$ cat config.mk
export PLATFORM = sky130hd
export DESIGN_NAME = refill_rd_arbiter_flat
export DESIGN_NICKNAME = d
export VERILOG_FILES = /design/src/rtl/refill_rd_arbiter_pkg.sv /design/src/rtl/refill_rd_arbiter_if.sv /design/src/rtl/refill_rr_arbiter.sv /design/src/rtl/refill_rd_arbiter.sv /design/src/flat_wrapper.sv
export SDC_FILE = /design/constraint.sdc
export NUM_CORES = 1
export LEC_CHECK = 0
export ABC_AREA = 1
export CORE_AREA = 5 5 134 136
export DETAILED_ROUTE_END_ITERATION = 6
export DIE_AREA = 0 0 139 141
export PLACE_DENSITY = 0.77
export SLEW_MARGIN = 20
export SYNTH_ARGS = -nofsm -noshare
export SYNTH_HDL_FRONTEND = slang
export SYNTH_SLANG_ARGS = --single-unit
$ cat constraint.sdc
create_clock -name clk_i -period 5.8 [get_ports clk_i]
set_clock_uncertainty 0.2 [all_clocks]
set_input_delay 1.16 -clock clk_i [delete_from_list [all_inputs] [get_ports clk_i]]
set_output_delay 1.16 -clock clk_i [all_outputs]
set_load 0.02 [all_outputs]
$ cat src/rtl/refill_rd_arbiter_pkg.sv
// Shared types and round-robin helpers for the refill read arbiter.
package refill_arb_pkg;

  localparam int unsigned MaxReq = 8;
  localparam int unsigned IdxW   = 3;

  typedef enum logic {StIdle, StLocked} arb_state_e;

  typedef struct packed {
    logic            found;
    logic [IdxW-1:0] idx;
  } rr_pick_t;

  // First set bit of eligible at or after ptr, wrapping at num_req-1.
  function automatic rr_pick_t rr_pick(input logic [MaxReq-1:0] eligible,
                                       input logic [IdxW-1:0]   ptr,
                                       input int unsigned       num_req);
    rr_pick_t    res;
    int unsigned cand;
    res = '0;
    for (int unsigned i = 0; i < MaxReq; i++) begin
      cand = 32'(ptr) + i;
      if (cand >= num_req) cand = cand - num_req;
      if (!res.found && (i < num_req) && eligible[cand[IdxW-1:0]]) begin
        res.found = 1'b1;
        res.idx   = cand[IdxW-1:0];
      end
    end
    return res;
  endfunction

  function automatic logic [IdxW-1:0] rr_next(input logic [IdxW-1:0] idx,
                                              input int unsigned     num_req);
    return ((32'(idx) + 1) >= num_req) ? '0 : idx + 1'b1;
  endfunction

endpackage

$ cat src/rtl/refill_rd_arbiter_if.sv
// Read-request / read-beat bus between the refill arbiter and the AXI shim.
interface refill_rd_arbiter_if #(
  parameter int unsigned AddrWidth = 64,
  parameter int unsigned DataWidth = 64,
  parameter int unsigned IdWidth   = 4,
  parameter int unsigned BlenWidth = 2
);
  logic                 rd_req;
  logic                 rd_gnt;
  logic [AddrWidth-1:0] rd_addr;
  logic [BlenWidth-1:0] rd_blen;
  logic [2:0]           rd_size;
  logic [IdWidth-1:0]   rd_id;
  logic                 rd_valid;
  logic                 rd_last;
  logic [DataWidth-1:0] rd_data;
  logic [IdWidth-1:0]   rd_rid;

  modport master (
    output rd_req, rd_addr, rd_blen, rd_size, rd_id,
    input  rd_gnt, rd_valid, rd_last, rd_data, rd_rid
  );

  modport slave (
    input  rd_req, rd_addr, rd_blen, rd_size, rd_id,
    output rd_gnt, rd_valid, rd_last, rd_data, rd_rid
  );
endinterface

$ cat src/rtl/refill_rr_arbiter.sv
// Round-robin picker: eligible vector plus priority pointer to one-hot grant.
module refill_rr_arbiter
  import refill_arb_pkg::*;
#(
  parameter int unsigned NumReq = 2
) (
  input  logic [NumReq-1:0] eligible_i,
  input  logic [IdxW-1:0]   ptr_i,
  output logic [NumReq-1:0] gnt_o,
  output logic [IdxW-1:0]   idx_o,
  output logic              found_o
);
  rr_pick_t w_pick;

  assign w_pick  = rr_pick(MaxReq'(eligible_i), ptr_i, NumReq);
  assign idx_o   = w_pick.idx;
  assign found_o = w_pick.found;

  always_comb begin
    gnt_o = '0;
    for (int n = 0; n < NumReq; n++) begin
      gnt_o[n] = w_pick.found && (w_pick.idx == IdxW'(n));
    end
  end
endmodule

$ cat src/rtl/refill_rd_arbiter.sv
// Shares one AXI-shim read-request port among refill requesters and routes beats back by ID.
module refill_rd_arbiter
  import refill_arb_pkg::*;
#(
  parameter int unsigned NumReq    = 2,
  parameter int unsigned AddrWidth = 64,
  parameter int unsigned DataWidth = 64,
  parameter int unsigned IdWidth   = 4,
  parameter int unsigned BlenWidth = 2
) (
  input  logic                        clk_i,
  input  logic                        rst_i,
  input  logic [NumReq-1:0]           req_valid_i,
  output logic [NumReq-1:0]           req_ready_o,
  input  logic [NumReq*AddrWidth-1:0] req_addr_i,
  input  logic [NumReq*BlenWidth-1:0] req_blen_i,
  output logic [NumReq-1:0]           rsp_valid_o,
  output logic                        rsp_last_o,
  output logic [DataWidth-1:0]        rsp_data_o,
  output logic                        busy_o,
  output logic                        err_o,
  refill_rd_arbiter_if.master         shim
);
  arb_state_e           r_state;
  logic [IdxW-1:0]      r_rr_ptr;
  logic [IdxW-1:0]      r_lock_idx;
  logic [AddrWidth-1:0] r_lock_addr;
  logic [BlenWidth-1:0] r_lock_blen;
  logic [NumReq-1:0]    r_outstanding;

  logic [NumReq-1:0]    w_eligible, w_pick_gnt, w_lock_gnt, w_sel_gnt;
  logic [NumReq-1:0]    w_hit, w_set, w_clr;
  logic [IdxW-1:0]      w_pick_idx, w_sel_idx;
  logic                 w_pick_found, w_lock, w_req, w_fire;
  logic [AddrWidth-1:0] w_pick_addr, w_sel_addr;
  logic [BlenWidth-1:0] w_pick_blen, w_sel_blen;

  assign w_eligible = req_valid_i & ~r_outstanding;

  refill_rr_arbiter #(
    .NumReq (NumReq)
  ) u_rr (
    .eligible_i (w_eligible),
    .ptr_i      (r_rr_ptr),
    .gnt_o      (w_pick_gnt),
    .idx_o      (w_pick_idx),
    .found_o    (w_pick_found)
  );

  always_comb begin
    w_pick_addr = '0;
    w_pick_blen = '0;
    w_lock_gnt  = '0;
    for (int n = 0; n < NumReq; n++) begin
      if (w_pick_idx == IdxW'(n)) begin
        w_pick_addr = req_addr_i[n*AddrWidth +: AddrWidth];
        w_pick_blen = req_blen_i[n*BlenWidth +: BlenWidth];
      end
      w_lock_gnt[n] = (r_lock_idx == IdxW'(n));
    end
  end

  // While locked the latched request is replayed unchanged, whatever req_valid_i does.
  assign w_lock     = (r_state == StLocked);
  assign w_req      = ~rst_i & (w_lock | w_pick_found);
  assign w_sel_idx  = w_lock ? r_lock_idx  : w_pick_idx;
  assign w_sel_addr = w_lock ? r_lock_addr : w_pick_addr;
  assign w_sel_blen = w_lock ? r_lock_blen : w_pick_blen;
  assign w_sel_gnt  = w_lock ? w_lock_gnt  : w_pick_gnt;
  assign w_fire     = w_req & shim.rd_gnt;

  assign shim.rd_req  = w_req;
  assign shim.rd_addr = w_req ? w_sel_addr : '0;
  assign shim.rd_blen = w_req ? w_sel_blen : '0;
  assign shim.rd_id   = w_req ? IdWidth'(w_sel_idx) : '0;
  assign shim.rd_size = 3'($clog2(DataWidth / 8));
  assign req_ready_o  = w_fire ? w_sel_gnt : '0;

  always_comb begin
    w_hit = '0;
    for (int n = 0; n < NumReq; n++) begin
      w_hit[n] = (shim.rd_rid == IdWidth'(n)) & r_outstanding[n];
    end
  end

  assign rsp_valid_o = shim.rd_valid ? w_hit : '0;
  assign err_o       = shim.rd_valid & ~(|w_hit);
  assign rsp_data_o  = shim.rd_data;
  assign rsp_last_o  = shim.rd_last;
  assign busy_o      = w_lock | (|r_outstanding);

  assign w_clr = (shim.rd_valid & shim.rd_last) ? w_hit : '0;
  assign w_set = w_fire ? w_sel_gnt : '0;

  always_ff @(posedge clk_i) begin
    if (rst_i) begin
      r_state       <= StIdle;
      r_rr_ptr      <= '0;
      r_lock_idx    <= '0;
      r_lock_addr   <= '0;
      r_lock_blen   <= '0;
      r_outstanding <= '0;
    end else begin
      r_outstanding <= (r_outstanding & ~w_clr) | w_set;
      case (r_state)
        StIdle: begin
          if (w_pick_found) begin
            if (shim.rd_gnt) begin
              r_rr_ptr <= rr_next(w_pick_idx, NumReq);
            end else begin
              r_state     <= StLocked;
              r_lock_idx  <= w_pick_idx;
              r_lock_addr <= w_pick_addr;
              r_lock_blen <= w_pick_blen;
            end
          end
        end
        StLocked: begin
          if (shim.rd_gnt) begin
            r_rr_ptr <= rr_next(r_lock_idx, NumReq);
            r_state  <= StIdle;
          end
        end
        default: r_state <= StIdle;
      endcase
    end
  end

  a_hold_stable: assert property (@(posedge clk_i) disable iff (rst_i)
    (shim.rd_req && !shim.rd_gnt) |=>
      ($stable(shim.rd_addr) && $stable(shim.rd_blen) && $stable(shim.rd_id)));
  a_ready_onehot: assert property (@(posedge clk_i) $onehot0(req_ready_o));
  a_rsp_onehot: assert property (@(posedge clk_i) $onehot0(rsp_valid_o));

endmodule

$ cat src/flat_wrapper.sv
// flat-port wrapper written by rule: the top's interface ports become plain ports
module refill_rd_arbiter_flat import refill_arb_pkg::*;
#(
  parameter int unsigned NumReq    = 2,
  parameter int unsigned AddrWidth = 64,
  parameter int unsigned DataWidth = 64,
  parameter int unsigned IdWidth   = 4,
  parameter int unsigned BlenWidth = 2
)
  (clk_i, rst_i, req_valid_i, req_ready_o, req_addr_i, req_blen_i, rsp_valid_o, rsp_last_o, rsp_data_o, busy_o, err_o, shim_rd_req, shim_rd_addr, shim_rd_blen, shim_rd_size, shim_rd_id, shim_rd_gnt, shim_rd_valid, shim_rd_last, shim_rd_data, shim_rd_rid);
  refill_rd_arbiter_if #(.AddrWidth(AddrWidth), .DataWidth(DataWidth), .IdWidth(IdWidth), .BlenWidth(BlenWidth)) shim_i ();
  input  logic clk_i;
  input  logic rst_i;
  input  logic [NumReq-1:0] req_valid_i;
  output logic [NumReq-1:0] req_ready_o;
  input  logic [NumReq*AddrWidth-1:0] req_addr_i;
  input  logic [NumReq*BlenWidth-1:0] req_blen_i;
  output logic [NumReq-1:0] rsp_valid_o;
  output logic rsp_last_o;
  output logic [DataWidth-1:0] rsp_data_o;
  output logic busy_o;
  output logic err_o;
  output wire logic [$bits(shim_i.rd_req)-1:0] shim_rd_req;
  output wire logic [$bits(shim_i.rd_addr)-1:0] shim_rd_addr;
  output wire logic [$bits(shim_i.rd_blen)-1:0] shim_rd_blen;
  output wire logic [$bits(shim_i.rd_size)-1:0] shim_rd_size;
  output wire logic [$bits(shim_i.rd_id)-1:0] shim_rd_id;
  input wire logic [$bits(shim_i.rd_gnt)-1:0] shim_rd_gnt;
  input wire logic [$bits(shim_i.rd_valid)-1:0] shim_rd_valid;
  input wire logic [$bits(shim_i.rd_last)-1:0] shim_rd_last;
  input wire logic [$bits(shim_i.rd_data)-1:0] shim_rd_data;
  input wire logic [$bits(shim_i.rd_rid)-1:0] shim_rd_rid;
  assign shim_rd_req = shim_i.rd_req;
  assign shim_rd_addr = shim_i.rd_addr;
  assign shim_rd_blen = shim_i.rd_blen;
  assign shim_rd_size = shim_i.rd_size;
  assign shim_rd_id = shim_i.rd_id;
  assign shim_i.rd_gnt = shim_rd_gnt;
  assign shim_i.rd_valid = shim_rd_valid;
  assign shim_i.rd_last = shim_rd_last;
  assign shim_i.rd_data = shim_rd_data;
  assign shim_i.rd_rid = shim_rd_rid;
  refill_rd_arbiter #(.NumReq(NumReq), .AddrWidth(AddrWidth), .DataWidth(DataWidth), .IdWidth(IdWidth), .BlenWidth(BlenWidth)) u_core (.clk_i(clk_i), .rst_i(rst_i), .req_valid_i(req_valid_i), .req_ready_o(req_ready_o), .req_addr_i(req_addr_i), .req_blen_i(req_blen_i), .rsp_valid_o(rsp_valid_o), .rsp_last_o(rsp_last_o), .rsp_data_o(rsp_data_o), .busy_o(busy_o), .err_o(err_o), .shim(shim_i));
endmodule
== Word-level counts from Yosys, hierarchy flattened ==
Index checks and enable logic that the tools add are counted.

* Bits in registers: 75
* Latch bits: 0
* RAM bits: 0
* ROM bits: 0
* Input port bits: 207
* Output and inout port bits: 145
* Logic and storage cells: 84
* Memories: 0

* $add $sub $neg: 7
* Multipliers: 0
* Divide/modulo/power cells: 0
* Magnitude comparators: 6
* Equality and inequality tests: 6
* Shift-type cells: 0
* Mux-type cells: 31
* Bitwise operators: 17
* Reduce and logical (&&, ||, !) cells: 11

{| class="wikitable"
|+ Operators by type and width
! kind !! count
|-
| $mux W64 || 4
|-
| $ge A32 B2 Y1 const B || 2
|-
| $mux W3 || 9
|-
| $mux W2 || 8
|-
| $add A3 B1 Y4 const B || 3
|-
| $lt A3 B4 Y1 const B || 2
|-
| $mux W4 || 2
|-
| $add A3 B1 Y3 const B || 2
|-
| $and A1 B1 Y1 || 6
|-
| $bmux W1 S3 || 2
|-
| $eq A3 B1 Y1 const B || 2
|-
| $logic_not A3 Y1 || 2
|-
| $ne A2 B2 Y1 const B || 3
|-
| $pmux W3 S2 || 1
|-
| $reduce_and A3 Y1 || 2
|-
| $sub A3 B2 Y3 const B || 2
|-
| $and A2 B2 Y2 || 2
|-
| $eq A4 B1 Y1 const B || 1
|-
| $ge A4 B2 Y1 const B || 1
|-
| $logic_not A4 Y1 || 1
|-
| $mux W1 || 4
|-
| $not A1 Y1 || 4
|-
| $not A2 Y2 || 2
|-
| $reduce_or A2 Y1 || 2
|-
| other kinds (6) || 9
|}

== Longest topological paths before layout ==
Gate-level depths: netlist (run 1).

* Word-level depth: 14
* Mapped depth: 19
* Mapped depth without buffers: 17

== Hierarchy ==
Synthesis (run 1) repeated with hierarchy kept, for this count alone.

* Cell total of the unflattened synthesis: 1097
* Area total of the unflattened synthesis: 6321.1 um2

{| class="wikitable"
|+ Modules (own cells, without submodules)
! module !! times used !! cells an instance !! area each (um2) !! sequential area each (um2)
|-
| refill_rd_arbiter || 1 || 1050 || 6054.6 || 1501.4
|-
| refill_rr_arbiter || 1 || 47 || 266.5 || 0.0
|}

== Worst setup path before layout (run 1) ==
Ideal clock, no wire load.

* Path kind: input -> output
* Start point: in req_valid_i[0]
* End point: out shim_rd_addr[34]
* Arrival time: 3.094 ns
* Data required time: 4.440 ns
* Setup slack: 1.346 ns
* Cell stages on the path: 14
* Path buffers: 2
* Cells stage by stage: a21oi_1 nor2_2 nand2_2 nand2_2 nand3_1 inv_1 ha_1 inv_1 buf_2 buf_1 nand3_1 nand2_1 nand2_1 a21oi_1

* Longest elaborated chain between the ends: 12
* Elaborated cells between the ends (all ways): 17
* Classes of those cells: 1 x eq/ne; 10 x mux; 3 x bitwise; 3 x reduce/logical

{| class="wikitable"
|+ Ends and longest elaborated chain
! item !! RTL line !! source
|-
| start, declared || flat_wrapper.sv:14 || <nowiki>input logic [NumReq-1:0] req_valid_i;</nowiki>
|-
| $and A2 B2 Y2 * || refill_rd_arbiter.sv:38 || <nowiki>assign w_eligible = req_valid_i & ~r_outstanding;</nowiki>
|-
| $bmux W1 S3 || refill_rd_arbiter_pkg.sv:24 || <nowiki>if (!res.found && (i < num_req) && eligible[cand[IdxW-1:0]]) begin</nowiki>
|-
| $mux W1 (implied by the code) || refill_rd_arbiter_pkg.sv:24 ||
|-
| $mux W4 || refill_rd_arbiter_pkg.sv:24 ||
|-
| $logic_not A1 Y1 || refill_rd_arbiter_pkg.sv:24 ||
|-
| $logic_and A1 B1 Y1 || refill_rd_arbiter_pkg.sv:24 ||
|-
| $mux W4 * || refill_rd_arbiter_pkg.sv:24 ||
|-
| named net u_core.u_rr.idx_o[0] || refill_rr_arbiter.sv:10 || <nowiki>output logic [IdxW-1:0] idx_o,</nowiki>
|-
| $logic_not A3 Y1 || refill_rd_arbiter.sv:55 || <nowiki>if (w_pick_idx == IdxW'(n)) begin</nowiki>
|-
| $mux W64 || refill_rd_arbiter.sv:55 ||
|-
| $mux W64 * || refill_rd_arbiter.sv:55 ||
|-
| $mux W64 * || refill_rd_arbiter.sv:67 || <nowiki>assign w_sel_addr = w_lock ? r_lock_addr : w_pick_addr;</nowiki>
|-
| $mux W64 * || refill_rd_arbiter.sv:73 || <nowiki>assign shim.rd_addr = w_req ? w_sel_addr : '0;</nowiki>
|-
| end, declared || flat_wrapper.sv:24 || <nowiki>output wire logic [$bits(shim_i.rd_addr)-1:0] shim_rd_addr;</nowiki>
|}

The timed path passes the listed nets; every way through them passes the cells marked *. The select of a mux whose other input is x is not followed.

== Worst setup path in the final report (run 1) ==
* Start point: in req_valid_i[0]
* End point: out shim_rd_addr[23]

Same word-level chain as after synthesis.

==> results of run 1 <==
-- state kept, by name (all words and copies together), names as in the netlist --
signal	flops
u_core.r_lock_addr	64
u_core.r_lock_blen	2
u_core.r_lock_idx	3
u_core.r_outstanding	2
u_core.r_rr_ptr	3
u_core.r_state	1
-- stage by stage --
step	hold WS, ps	instance area, um^2	setup WS, ps	cells
after floorplan	250	5460	1350	920
after global placement	262	7210	348	1242
after detailed placement	272	7210	321	1242
after CTS	284	7520	310	1257
after global routing	305	7520	44.8	1257
final	278	7520	320	1257
-- how the worst min path moves through the flow --
stage	end	slack, ps	cells after the start
2_1_floorplan	u_core.r_lock_idx[2]$_SDFFE_PP0P_	250	2
3_3_place_gp	u_core.r_lock_addr[6]$_SDFFE_PP0P_	260	2
3_5_place_dp	u_core.r_lock_addr[46]$_SDFFE_PP0P_	270	2
4_1_cts	u_core.r_lock_addr[46]$_SDFFE_PP0P_	280	2
5_1_grt	u_core.r_lock_addr[50]$_SDFFE_PP0P_	300	2
6_report	u_core.r_lock_addr[46]$_SDFFE_PP0P_	280	2
-- worst max-delay path, stage by stage --
cell,delay (ps)
clkdlybuf4s50_1,420
a21oi_1,180
nor2_2,70
nand2_2,70
nand2_2,80
nand3_1,160
inv_1,130
ha_2,250
inv_2,250
buf_12,240
nand3_1,90
nand2_1,120
nand2_1,70
a21oi_1,160
clkdlybuf4s50_1,660
-- report_power, final --
part           switching, W  internal (W)
clock network      0.000204      0.000387
registers         0.0000454      0.000604
logic              0.000629      0.000418
-- layout make-up --
| cell class | instances | area, um^2 | share of cell area [%] |
|---|---|---|---|
| Tap cell | 225 | 282 | 3.74 |
| Clock buffer | 13 | 250 | 3.33 |
| Clock inverter | 2 | 60.1 | 0.798 |
| Inverter | 22 | 85.1 | 1.13 |
| Multi-Input combinational cell | 689 | 3010 | 40.0 |
| Timing Repair Buffer | 231 | 2330 | 31.0 |
| Sequential cell | 75 | 1500 | 20.0 |
-- kinds of logic (layout without fill, tap and decap cells) --
family	count (synthesis)	after routing
other cells	2	8
fa+ha+maj	12	12
xor+xnor	1	1
compound gates	142	142
buf+inv	156	268
simple gates	526	526
flops	75	75
-- per-layer routing --
metal | GRT usage, % | vias up | wire [um]
li1 | - | 3062 | -
met1 | 20.8 | 2686 | 7570
met2 | 30.1 | 223 | 8330
met3 | 4.00 | 48 | 1250
met4 | 8.24 | 0 | 576
met5 | 0 | - | 0
-- cells in the final DEF (no fill, tap or decap), drive strengths merged --
| cell type | instances |
|---|---|
| bufinv | 2 |
| nand3 | 76 |
| conb | 8 |
| buf | 12 |
| xor2 | 1 |
| clkdlybuf4s50 | 219 |
| nor2 | 142 |
| o21ai | 70 |
| inv | 22 |
| nor3 | 7 |
| nand2 | 297 |
| o21bai | 1 |
| clkbuf | 13 |
| a21oi | 71 |
| nand4 | 2 |
| nor4 | 2 |
| ha | 12 |
| dfxtp | 75 |
==> out/results.tsv, run 1 <==
stage	metric	value	unit
floorplanning	die-area	19600	um^2
logic_synthesis	ys_warn_count	0	
setup_path	crit_fanout	32	
power	power.density	304	nW/um^2
timing	fin_crit	5480	ps
drt	drc	0	
layout	fin_nets	1247	
global_routing	track_usage	17.5	%
logic_synthesis	synthTopCellsByArea	dfxtp_1 (28%), nand2_1 (20%), nor2_1 (9.7%)	
layout	n_fill_cell	1734	
global_routing	grt_remaining_overflow	0	
clock_tree	hold_buffers	0	
place	dp_hpwl	12000	um
logic_synthesis	yosysMostFrequentCell	nand2_1	
global_routing	grt_pass1_vias	5714	
logic_synthesis	post_synth_num_cell_types	27	
setup_path	worstPathArrival	4120	ps
setup_path	crit_start	req_valid_i[0]	
clock_tree	worstSkewPairLatency	330	ps
worst_hold_path	min-delay-start	u_core.r_lock_addr[46]$_SDFFE_PP0P_	
floorplanning	ios	352	
worst_hold_path	hp-class	reg2reg	
logic_synthesis	synth_xor_xnor_area_share	0.161	%
timing	period_share	94.5	%
logic_synthesis	synth_commonest_cells	nand2_1 (294), nor2_1 (141), nand3_1 (76)	
global_routing	antenna_found_initial	0	
clock_tree	tritoncts	built	
drt	routed-via-count	6019	
run	cap_violations	0	
power	p_leak	3.08	nW
clock_tree	cts_made_buffers	9	
timing	setup_tns	0	ps
place	port_buffers	219	
timing	worstMarginPinSlew	787	ps
clock_tree	htreeDepth	3	
drt	first_pass_iters	5	
logic_synthesis	syn_area_per_cell	5.94	um^2
clock_tree	clkTransAtPathRegs	50	ps
floorplanning	coreArea	16800	um^2
clock_tree	postCtsSetupRepairBufs	0	
logic_synthesis	synth_edf_count	0	
setup_path	cp-start-kind	input port	
floorplanning	die_w	139	um
drt	routed_via_density	4.79	
timing	drv_slew	0	
timing	final_hold_viol_count	0	
timing	rsz0062_at_grt	false	
logic_synthesis	synth_simple_gate_area_share	38.7	%
floorplanning	die_h	141	um
logic_synthesis	synth_top_family_by_area	simple AND/OR/NAND/NOR gates	
logic_synthesis	seq_area_frac_synth	27.6	%
setup_path	cp.required	4440	ps
timing	relSlewSlack	47.5	%
logic_synthesis	synth_compound_area_share	13.1	%
timing	fmax	182	MHz
clock_tree	ctsResizeCount	0	
logic_synthesis	synthMuxAreaShare	0	%
setup_path	crit_end	shim_rd_addr[23]	
global_routing	grt_first_pass_wirelength	28400	um
logic_synthesis	yosys.area.top_type_share	27.6	%
logic_synthesis	async_reset_ff_share	0	%
setup_path	crit_path_end_kind	output port	
floorplanning	initial_utilization	32.3	%
layout	drive_gt1_share	3.88	%
logic_synthesis	netlist_area	5430	um^2
logic_synthesis	yosys_most_used_dff	dfxtp_1	
logic_synthesis	synthAdderAreaFrac	2.76	%
setup_path	r2r_cells	18	
status	status	completed	
global_routing	grt_max_degree	72	
drt	final_antenna_net_count	0	
setup_path	rrSetupSlack	2850	ps
clock_tree	root_buffer	clkbuf_16	
clock_tree	cts.sinks	75	
power	total_power	0.00229	W
setup_path	r2r-end	u_core.r_lock_addr[34]$_SDFFE_PP0P_	
drt	wire_per_inst	14.1	um
place	gp_congestion	0.775	
layout	num_antenna_cells	0	
layout	fin_util	44.7	%
layout	area_growth	38.5	%
floorplanning	rows	48	
timing	setup_viol	0	
logic_synthesis	synth_area_leader_cell	dfxtp_1	
drt	routed_wl	17700	um
power	max-vdd-ir-drop	0.000147	V
setup_path	worstSetupPathType	in2out	
setup_path	r2r-start	u_core.r_rr_ptr[0]$_SDFFE_PP0P_	
drt	drt_iter0_drc	359	
logic_synthesis	synth_seq_cells	75	
clock_tree	clockBufferDepth	2	
logic_synthesis	netlist_instances	914	
Note: power is estimated with default switching activity, not from simulation.
==> run 2, diff against run 1 <==
--- a/config.mk
+++ b/config.mk
@@ -6,6 +6,7 @@
 export NUM_CORES = 1
 export LEC_CHECK = 0
 export ABC_AREA = 1
+export ABC_CLOCK_PERIOD_IN_PS = 5800
 export CORE_AREA = 5 5 134 136
 export DETAILED_ROUTE_END_ITERATION = 6
 export DIE_AREA = 0 0 139 141
==> results of run 2 <==
The final DEF is identical to that of run 1; final timing and power are the same.
==> run 3, diff against run 2 <==
--- a/config.mk
+++ b/config.mk
@@ -7,10 +7,11 @@
 export LEC_CHECK = 0
 export ABC_AREA = 1
 export ABC_CLOCK_PERIOD_IN_PS = 5800
-export CORE_AREA = 5 5 134 136
+export CORE_ASPECT_RATIO = 0.7
+export CORE_UTILIZATION = 25
 export DETAILED_ROUTE_END_ITERATION = 6
-export DIE_AREA = 0 0 139 141
-export PLACE_DENSITY = 0.77
+export GPL_TIMING_DRIVEN = 1
+export PLACE_DENSITY = 0.62
 export SLEW_MARGIN = 20
 export SYNTH_ARGS = -nofsm -noshare
 export SYNTH_HDL_FRONTEND = slang
==> out/results.tsv, run 3 (same netlist as run 1, synthesis figures left out) <==
stage	metric	value	unit	change
layout	area_growth	39.6	%	
timing	relSlewSlack	45.0	%	-2.5 points
timing	setup_viol	0		unchanged
power	netSwitchingPower	0.000912	W	+3.8%
clock_tree	clockBufferDepth	2		unchanged
clock_tree	htreeDepth	3		unchanged
timing	whs	279	ps	+1.26 ps
timing	period_share	94.9	%	+0.42 points
setup_path	worstPathArrival	4140	ps	+20 ps
power	max-vdd-ir-drop	0.000140	V	-4.5%
timing	fmax	182	MHz	-0.44%
timing	fin_crit	5500	ps	+24.4 ps
drt	routed_via_density	4.60		-3.9%
global_routing	antenna_found_initial	0		unchanged
global_routing	grt_remaining_overflow	0		unchanged
clock_tree	cts_made_buffers	9		unchanged
place	gp_congestion	0.785		+1.4%
clock_tree	worstSkewPairLatency	340	ps	about the same
floorplanning	die-area	22300	um^2	+14%
layout	final_common_cell	nand2_1		
floorplanning	die_w	178	um	+28%
setup_path	crit_slowest_cell	clkdlybuf4s50_1		
layout	top_regs	u_core.r_lock_addr (64), u_core.r_lock_idx (3), u_core.r_rr_ptr (3)		
floorplanning	rows	44		-8.3%
drt	routed-via-count	6013		-0.10%
setup_path	crit_path_end_kind	output port		
setup_path	cp.required	4440	ps	about the same
setup_path	crit_fanout	32		unchanged
layout	n_fill_cell	2295		+32%
power	power_frac_clock	26.0	%	+0.2 points
setup_path	cp-start-kind	input port		
layout	fin_nets	1246		-0.080%
clock_tree	cts.sinks	75		unchanged
layout	fin_util	36.1	%	-8.7 points
global_routing	track_usage	16.8	%	-0.68 points
timing	setup_tns	0	ps	unchanged
power	internal_power	0.00140	W	-0.79%
layout	regMostFlops	u_core.r_lock_addr		
setup_path	cp_num_buf_inv	4		-1
status	status	completed		
drt	first_pass_iters	5		unchanged
drt	drc	0		unchanged
layout	final_area	7580	um^2	+0.78%
layout	drive_gt1_share	3.88	%	about the same
clock_tree	hold_buffers	0		unchanged
power	swShare	39.5	%	+1.1 points
clock_tree	tritoncts	built		
timing	rsz0062_at_grt	false		
layout	seq_area	1500	um^2	unchanged
global_routing	grt_max_degree	71		-1.4%
place	port_buffers	219		unchanged
drt	final_antenna_net_count	0		unchanged
drt	drt_iter0_drc	396		+10%
timing	worstMarginPinSlew	825	ps	+38.0 ps
place	post_dp_cell_area	7270	um^2	+0.78%
setup_path	crit_path_max_incr_delay	640	ps	-20 ps
layout	multi_input_area	3010	um^2	unchanged
setup_path	crit_family	buffers and inverters		
drt	wire_per_inst	14.6	um	+3.6%
power	power.density	304	nW/um^2	+0.19%
setup_path	critical_path.most_common_cell	nand2_1		
floorplanning	die_h	125	um	-11%
place	dp_hpwl	12700	um	+5.3%
floorplanning	ios	352		unchanged
clock_tree	clkTransAtPathRegs	50	ps	about the same
global_routing	grt_first_pass_wirelength	29600	um	+4.2%
floorplanning	initial_utilization	25.8	%	-6.5 points
power	p_comb_share	46.0	%	+0.2 points
floorplanning	coreArea	21000	um^2	+25%
timing	drv_slew	0		unchanged
layout	num_antenna_cells	0		unchanged
setup_path	path_cells	clkdlybuf4s50_1 > a21oi_1 > nor2_2 > nand2_2 > nand2_2 > nand3_1 > inv_1 > ha_2 > buf_6 > nand2_1 > nand2_1 > nand2_1 > a21oi_1 > clkdlybuf4s50_1		
layout	final_cell_mix	nand2_1 (293), clkdlybuf4s50_1 (219), nor2_1 (141)		
power	p_leak	3.08	nW	-0.23%
power	seqPwrFrac	28.1	%	-0.3 points
global_routing	grt_pass1_vias	5626		-1.5%
run	cap_violations	0		unchanged
setup_path	worstSetupPathType	in2out		
drt	routed_wl	19100	um	+7.7%
layout	largest_register_ffs	64		unchanged
clock_tree	root_buffer	clkbuf_16		
worst_hold_path	hp-class	reg2reg		
timing	final_hold_viol_count	0		unchanged
run 3: cell count changes in the layout (fill, tap and decap cells not counted):
cell	delta
buf_6	+1
buf_4	-2
clkinvlp_4	+1
clkbuf_8	-1
clkbuf_1	-1
clkinv_4	+1
run 3: what timing repair did:
item / 4_1_cts / 5_1_grt
resized for setup: 0 / 1
setup endpoints to repair: 0 / 4
setup buffers: 0 / 0
run 3: metrics by stage:
stage          instances  worst slack, ps  total power [W]
2_1_floorplan        920             1350          0.00139
3_3_place_gp        1292              236          0.00172
3_5_place_dp        1292              214          0.00173
4_1_cts             1307              193          0.00234
5_1_grt             1307             88.5          0.00250
6_report            1307              295          0.00231
run 3: final timing paths:
kind                                             from                                  end  slack (ps)  depth (start not counted)
hold reg to reg   u_core.r_lock_addr[25]$_SDFFE_PP0P_  u_core.r_lock_addr[25]$_SDFFE_PP0P_         280                          2
hold / removal    u_core.r_lock_addr[25]$_SDFFE_PP0P_  u_core.r_lock_addr[25]$_SDFFE_PP0P_         280                          2
setup / recovery                       req_valid_i[0]                     shim_rd_addr[17]         300                         14
setup reg to reg      u_core.r_rr_ptr[0]$_SDFFE_PP0P_  u_core.r_lock_addr[27]$_SDFFE_PP0P_        2790                         13
run 3: area by class of cell:
cell class	count	share of cell area (%)
repair buffers	230	30.7
flip-flops and latches	75	19.8
well taps	276	4.55
clock buffers	11	3.07
inverters	22	1.12
clock inverters	4	1.01
multi-input cells	689	39.7
run 3: power groups by stage:
stage / Sequential [W] / Combinational, W / Clock (W)
4_1_cts: 0.000648 / 0.00107 / 0.000620
3_5_place_dp: 0.000659 / 0.00107 / 0
2_1_floorplan: 0.000649 / 0.000738 / 0
3_3_place_gp: 0.000656 / 0.00106 / 0
6_report: 0.000648 / 0.00106 / 0.000600
5_1_grt: 0.000661 / 0.00119 / 0.000648
run 3: layer usage:
metal  global-route usage (%)  share of wire [%]  vias up
met4                     3.04               0.43        2
met1                     21.5                 45     2677
li1                         -                  -     3059
met3                     8.36                 12       11
met5                     1.97               0.32        -
met2                     25.3                 42      264
run 3: worst min-delay path, stage by stage (launching register included):
cell and delay [ps]:
dfxtp_1 320, nor2_1 40, nor2_1 80
